## src/rtl/pio_fifo_pair.sv

```systemverilog
// TX/RX FIFO pair on the responder side of the state machine handshake.
// The two storage banks can be joined into one double-depth FIFO in either direction.
module pio_fifo_pair #(
  parameter int DEPTH = 4,
  parameter int LW    = $clog2(2 * DEPTH) + 1
) (
  input  logic          clk,
  input  logic          reset,
  input  logic          flush,
  input  logic          join_tx,
  input  logic          join_rx,
  input  logic          host_tx_wen,
  input  logic [31:0]   host_tx_wdata,
  input  logic          host_rx_ren,
  output logic [31:0]   host_rx_rdata,
  input  logic          mach_pull,
  output logic [31:0]   mach_tx_data,
  output logic          mach_tx_empty,
  input  logic          mach_push,
  input  logic [31:0]   mach_rx_data,
  output logic          mach_rx_full,
  output logic [LW-1:0] tx_level,
  output logic [LW-1:0] rx_level,
  output logic          tx_full,
  output logic          rx_empty,
  output logic [3:0]    flags,
  input  logic [3:0]    flags_clr
);

  localparam int PW = $clog2(2 * DEPTH);
  localparam int BW = $clog2(DEPTH);
  localparam logic [LW-1:0] CAP_ONE = LW'(DEPTH);
  localparam logic [LW-1:0] CAP_TWO = LW'(2 * DEPTH);
  localparam logic [PW-1:0] BANK1_BASE = PW'(DEPTH);

  logic [31:0]   mem_r [0:2*DEPTH-1];
  logic [PW-1:0] tx_wr_r, tx_rd_r, rx_wr_r, rx_rd_r;
  logic [LW-1:0] tx_level_r, rx_level_r;
  logic [3:0]    flags_r;
  logic          join_tx_r, join_rx_r;

  logic          tx_join_s, rx_join_s, clear_s;
  logic [LW-1:0] tx_cap_s, rx_cap_s;
  logic          tx_empty_s, tx_full_s, rx_empty_s, rx_full_s;
  logic          tx_wr_s, tx_rd_s, rx_wr_s, rx_rd_s;
  logic [3:0]    flag_set_s;
  logic [PW-1:0] rx_wr_addr_s, rx_rd_addr_s;
  logic [LW-1:0] tx_level_nxt_s, rx_level_nxt_s;

  // Joined mode wraps across both banks; otherwise the pointer wraps within one bank.
  function automatic logic [PW-1:0] ptr_next(input logic [PW-1:0] ptr, input logic joined);
    logic [PW-1:0] nxt;
    if (joined) begin
      nxt = ptr + PW'(1);
    end else begin
      nxt = PW'(ptr[BW-1:0] + BW'(1));
    end
    return nxt;
  endfunction

  function automatic logic [LW-1:0] level_next(input logic [LW-1:0] lvl,
                                               input logic wr, input logic rd);
    logic [LW-1:0] nxt;
    case ({wr, rd})
      2'b10:   nxt = lvl + LW'(1);
      2'b01:   nxt = lvl - LW'(1);
      default: nxt = lvl;
    endcase
    return nxt;
  endfunction

  // Capacity, status flags, access qualification and error events.
  always_comb begin
    tx_join_s = join_tx_r & ~join_rx_r;
    rx_join_s = join_rx_r & ~join_tx_r;
    if (rx_join_s) begin
      tx_cap_s = LW'(0);
    end else if (tx_join_s) begin
      tx_cap_s = CAP_TWO;
    end else begin
      tx_cap_s = CAP_ONE;
    end
    if (tx_join_s) begin
      rx_cap_s = LW'(0);
    end else if (rx_join_s) begin
      rx_cap_s = CAP_TWO;
    end else begin
      rx_cap_s = CAP_ONE;
    end
    tx_empty_s = (tx_level_r == LW'(0));
    tx_full_s  = (tx_level_r == tx_cap_s);
    rx_empty_s = (rx_level_r == LW'(0));
    rx_full_s  = (rx_level_r == rx_cap_s);
    clear_s = flush | (join_tx != join_tx_r) | (join_rx != join_rx_r);

    tx_wr_s = host_tx_wen & ~tx_full_s & ~clear_s;
    tx_rd_s = mach_pull & ~tx_empty_s & ~clear_s;
    rx_wr_s = mach_push & ~rx_full_s & ~clear_s;
    rx_rd_s = host_rx_ren & ~rx_empty_s & ~clear_s;

    // A pop on an empty FIFO coinciding with an accepted write is silently ignored.
    flag_set_s[3] = host_rx_ren & rx_empty_s & ~rx_wr_s & ~clear_s;
    flag_set_s[2] = host_tx_wen & tx_full_s & ~clear_s;
    flag_set_s[1] = mach_push & rx_full_s & ~clear_s;
    flag_set_s[0] = mach_pull & tx_empty_s & ~tx_wr_s & ~clear_s;

    if (rx_join_s) begin
      rx_wr_addr_s = rx_wr_r;
      rx_rd_addr_s = rx_rd_r;
    end else begin
      rx_wr_addr_s = rx_wr_r + BANK1_BASE;
      rx_rd_addr_s = rx_rd_r + BANK1_BASE;
    end

    tx_level_nxt_s = level_next(tx_level_r, tx_wr_s, tx_rd_s);
    rx_level_nxt_s = level_next(rx_level_r, rx_wr_s, rx_rd_s);
  end

  // Pointer, level, flag and join-mode state.
  always_ff @(posedge clk or posedge reset) begin
    if (reset) begin
      tx_wr_r    <= '0;
      tx_rd_r    <= '0;
      rx_wr_r    <= '0;
      rx_rd_r    <= '0;
      tx_level_r <= '0;
      rx_level_r <= '0;
      flags_r    <= 4'b0000;
      join_tx_r  <= 1'b0;
      join_rx_r  <= 1'b0;
    end else if (clear_s) begin
      tx_wr_r    <= '0;
      tx_rd_r    <= '0;
      rx_wr_r    <= '0;
      rx_rd_r    <= '0;
      tx_level_r <= '0;
      rx_level_r <= '0;
      join_tx_r  <= join_tx;
      join_rx_r  <= join_rx;
    end else begin
      if (tx_wr_s) tx_wr_r <= ptr_next(tx_wr_r, tx_join_s);
      if (tx_rd_s) tx_rd_r <= ptr_next(tx_rd_r, tx_join_s);
      if (rx_wr_s) rx_wr_r <= ptr_next(rx_wr_r, rx_join_s);
      if (rx_rd_s) rx_rd_r <= ptr_next(rx_rd_r, rx_join_s);
      tx_level_r <= tx_level_nxt_s;
      rx_level_r <= rx_level_nxt_s;
      flags_r    <= (flags_r & ~flags_clr) | flag_set_s;
    end
  end

  // Shared storage; only one FIFO can address a given bank at a time.
  always_ff @(posedge clk) begin
    if (tx_wr_s) mem_r[tx_wr_r] <= host_tx_wdata;
    if (rx_wr_s) mem_r[rx_wr_addr_s] <= mach_rx_data;
  end

  assign mach_tx_data  = tx_empty_s ? 32'h0 : mem_r[tx_rd_r];
  assign host_rx_rdata = rx_empty_s ? 32'h0 : mem_r[rx_rd_addr_s];
  assign mach_tx_empty = tx_empty_s;
  assign tx_full       = tx_full_s;
  assign rx_empty      = rx_empty_s;
  assign mach_rx_full  = rx_full_s;
  assign tx_level      = tx_level_r;
  assign rx_level      = rx_level_r;
  assign flags         = flags_r;

endmodule

```

## config.mk

```make
export PLATFORM = sky130hd
export DESIGN_NAME = pio_fifo_pair
export DESIGN_NICKNAME = d
export VERILOG_FILES = /design/src/rtl/pio_fifo_pair.sv
export SDC_FILE = /design/constraint.sdc
export NUM_CORES = 1
export LEC_CHECK = 0
export CORE_AREA = 2 2 180 182
export DETAILED_ROUTE_END_ITERATION = 10
export DIE_AREA = 0 0 182 184
export PLACE_DENSITY = 0.85
export SLEW_MARGIN = 20
export SYNTH_ARGS = -nofsm -noshare
export SYNTH_HDL_FRONTEND = slang
export SYNTH_SLANG_ARGS = --single-unit
```

## constraint.sdc

```tcl
create_clock -name clk -period 8 [get_ports clk]
set_input_delay 1.6 -clock clk [delete_from_list [all_inputs] [get_ports clk]]
set_output_delay 1.6 -clock clk [all_outputs]
set_load 0.03 [all_outputs]
```

==> flow_summary.ini <==
[finish]
drive_gt1_share_pct = 37.69
num_antenna_cells = 0
final_util_pct = 61.79
final_common_cell = edfxtp_1
area_growth_pct = 18.10
fillerInstances = 2207
final_cell_mix = edfxtp_1 (256), mux2_2 (225), clkdlybuf4s50_1 (156)
final_nets = 1245

[drt]
wl_per_cell_um = 26.30
drt-total-wl_mm = 41.56
avgViaCountPerCell = 6.460
drtIter0Drc = 941
detail-route-antenna-nets = 0
vias = 10210
first_pass_iters = 5
drcViolationCount = 0

[timing]
setup_viol = 0
slew_headroom_pct = 24.89
period_share_pct = 68.43
drv_slew = 0
hold_viol = 0
holdWs_ns = 0.4782
min_period_ns = 5.475
finalSetupTns_ns = 0
rsz0062_at_grt = no
fin_ws_ns = 2.525
fin_skew_ns = 0.02157
tightest_slew_ns = 1.127
max_freq_mhz = 182.7

[global_routing]
grt.overflow.total = 0
track_usage_pct = 25.30
antenna_found_initial = 0
grt_pass1_wl_mm = 64.45
grt_pass1_vias = 10880
grt_max_degree = 67

[yosys]
synth-seq-area-share_pct = 50.77
synth_flop_cell = edfxtp_1
syn_nets = 1118
synthCells = 1028
syn_avg_cell_area_um2 = 15.98
synthArstFlopShare_pct = 9.220
yosys_warnings = 0
synth-edff-count = 256
synth.distinct_cells = 46
syn-cell-area_um2 = 16420
ys_ff_latch = 282

[floorplanning]
fp-row-count = 65
die_width_um = 182
dieArea_um2 = 33490
coreArea_um2 = 31390
pin_count = 157
initial_utilization_pct = 52.32
die_height_um = 184

[clock_tree]
clock_latency_ns = 0.56
clkSinkCount = 282
path_clk_slew_ns = 0.07
postCtsSetupBuffers = 0
cts_buffers = 30
cts.repair.resized = 0
clockRootBuffer = clkbuf_16
cts_hold_buffers = 0
clk_path_buf_depth = 3
htreeDepth = 1
cts_tree = yes

[flow_run]
maxCapViolCount = 0

[place]
gp_congestion = 0.7882
post-place-ws_ns = 2.270
dp_hpwl_mm = 25.23
port_buffers = 156

[run_status]
status = completed

[setup_path]
cp_top_family = buffers and inverters
startpoint = tx_rd_r[0]
critPathCaptureType = primary output
cp_max_fo = 46
worstReg2RegStart = join_rx_r
cp_data_arrival_time_ns = 3.87
regToRegEndpoint = mem_r[4][14]
r2r_setup_slack_ns = 3.93
path_buf_inv = 2
cp_cell_sequence = buf_4 -> mux4_2 -> mux2i_1 -> nor2_1 -> clkdlybuf4s50_1
crit_path_top_delay_cell = dfrtp_4
slowest_delay_ns = 1.11
ff2ff_path_depth = 7
critPathLaunchType = flop
crit_required_ns = 6.40
criticalPathCategory = reg -> out

[worst_hold_path]
hold_path_end = flags[3]
hold_path.class = reg -> reg
min_from = flags[3]
hold_path_depth = 2

[pwr]
p_per_area_nw_per_um2 = 171.5
p_total_uw = 3326
ir_worst_vdd_uv = 145.7
leakage_uw = 0.006206
==> where the power goes <==
group | internal (µW) | switching, µW
clock | 798 | 573
combinational | 154 | 165
sequential | 1620 | 11.1
==> stage by stage <==
stage | cell area, µm² | cells
after floorplan | 16420 | 1028
after detailed placement | 18390 | 1523
after global routing | 19400 | 1580
after CTS | 19340 | 1578
after global placement | 18390 | 1523
final | 19400 | 1580
==> worst reg2reg max path, stage by stage, from the launching register on <==
cell and delay, ns:
dfrtp_1 0.42, xor2_1 0.20, or3_1 0.71, or3_1 0.69, nor2b_4 0.52, buf_4 0.43
o21bai_4 0.29, buf_4 0.44
==> routing by layer <==
layer | vias to the layer above | global-route usage, % | part of all wire [%]
met1 | 5304 | 32.83 | 40
met5 | - | 0 | 0
met4 | 0 | 7.032 | 2.2
met3 | 67 | 3.843 | 7.4
met2 | 452 | 44.56 | 51
li1 | 4384 | - | -
==> layout make-up <==
type                       count  area, µm²  share of cell area [%]
tap                          402      503.0                   2.593
inverter                       5      18.77                 0.09676
clock buffer                  37      798.3                   4.115
clock inverter                18      156.4                  0.8063
timing repair buffer         177       1752                   9.030
sequential                   282       8354                   43.07
multi-input combinational    659       7815                   40.29
==> how the worst max path moves through the flow <==
| stage | slack, ns | endpoint | cells past startpoint |
|---|---|---|---|
| 5_1_grt | 2.35 | mach_tx_data[0] | 5 |
| 4_1_cts | 2.51 | host_rx_rdata[5] | 5 |
| 6_report | 2.53 | mach_tx_data[0] | 5 |
| 3_5_place_dp | 2.27 | mem_r[4][15] | 8 |
| 2_1_floorplan | 2.65 | mem_r[1][0] | 6 |
| 3_3_place_gp | 2.32 | mem_r[4][15] | 8 |
==> cell usage after synthesis, drive strengths merged, types with 2 or more instances <==
master	n	share of area (%)
nor3b	2	0.12
nand2b	3	0.11
xor2	12	0.64
o21ai	6	0.18
nand2	22	0.50
mux4	128	18
nor2	86	2.0
a32o	2	0.12
nor4	4	0.23
ha	13	0.99
nor3	8	0.38
clkbuf	39	0.89
a31oi	4	0.15
dfrtp	26	4.0
inv	5	0.11
buf	43	1.4
a21oi	4	0.12
mux2	256	18
nand4	4	0.15
edfxtp	256	47
mux2i	74	4.5
xnor2	7	0.37
o21bai	2	0.091
o41ai	3	0.25
nor2b	4	0.15
or3	4	0.15
==> cells by family (layout without fill, tap and decap cells) <==
family                     Yosys count  after routing  synth area share, %
muxes                              458            458                39.61
adders and majority gates           13             13               0.9903
AOI/OAI and AO/OA                   26             26                1.150
and+or+nand+nor                    143            143                4.030
buffers and inverters               87            237                2.438
DFF                                282            282                50.77
xor gates and xnor gates            19             19                1.013
==> state kept, by name (all words and copies together), names as in the netlist <==
signal,count
flags,4
join_rx_r,1
join_tx_r,1
mem_r,256
rx_level,4
rx_rd_r,3
rx_wr_r,3
tx_level,4
tx_rd_r,3
tx_wr_r,3
No activity file was read; power rests on OpenSTA's default activity.
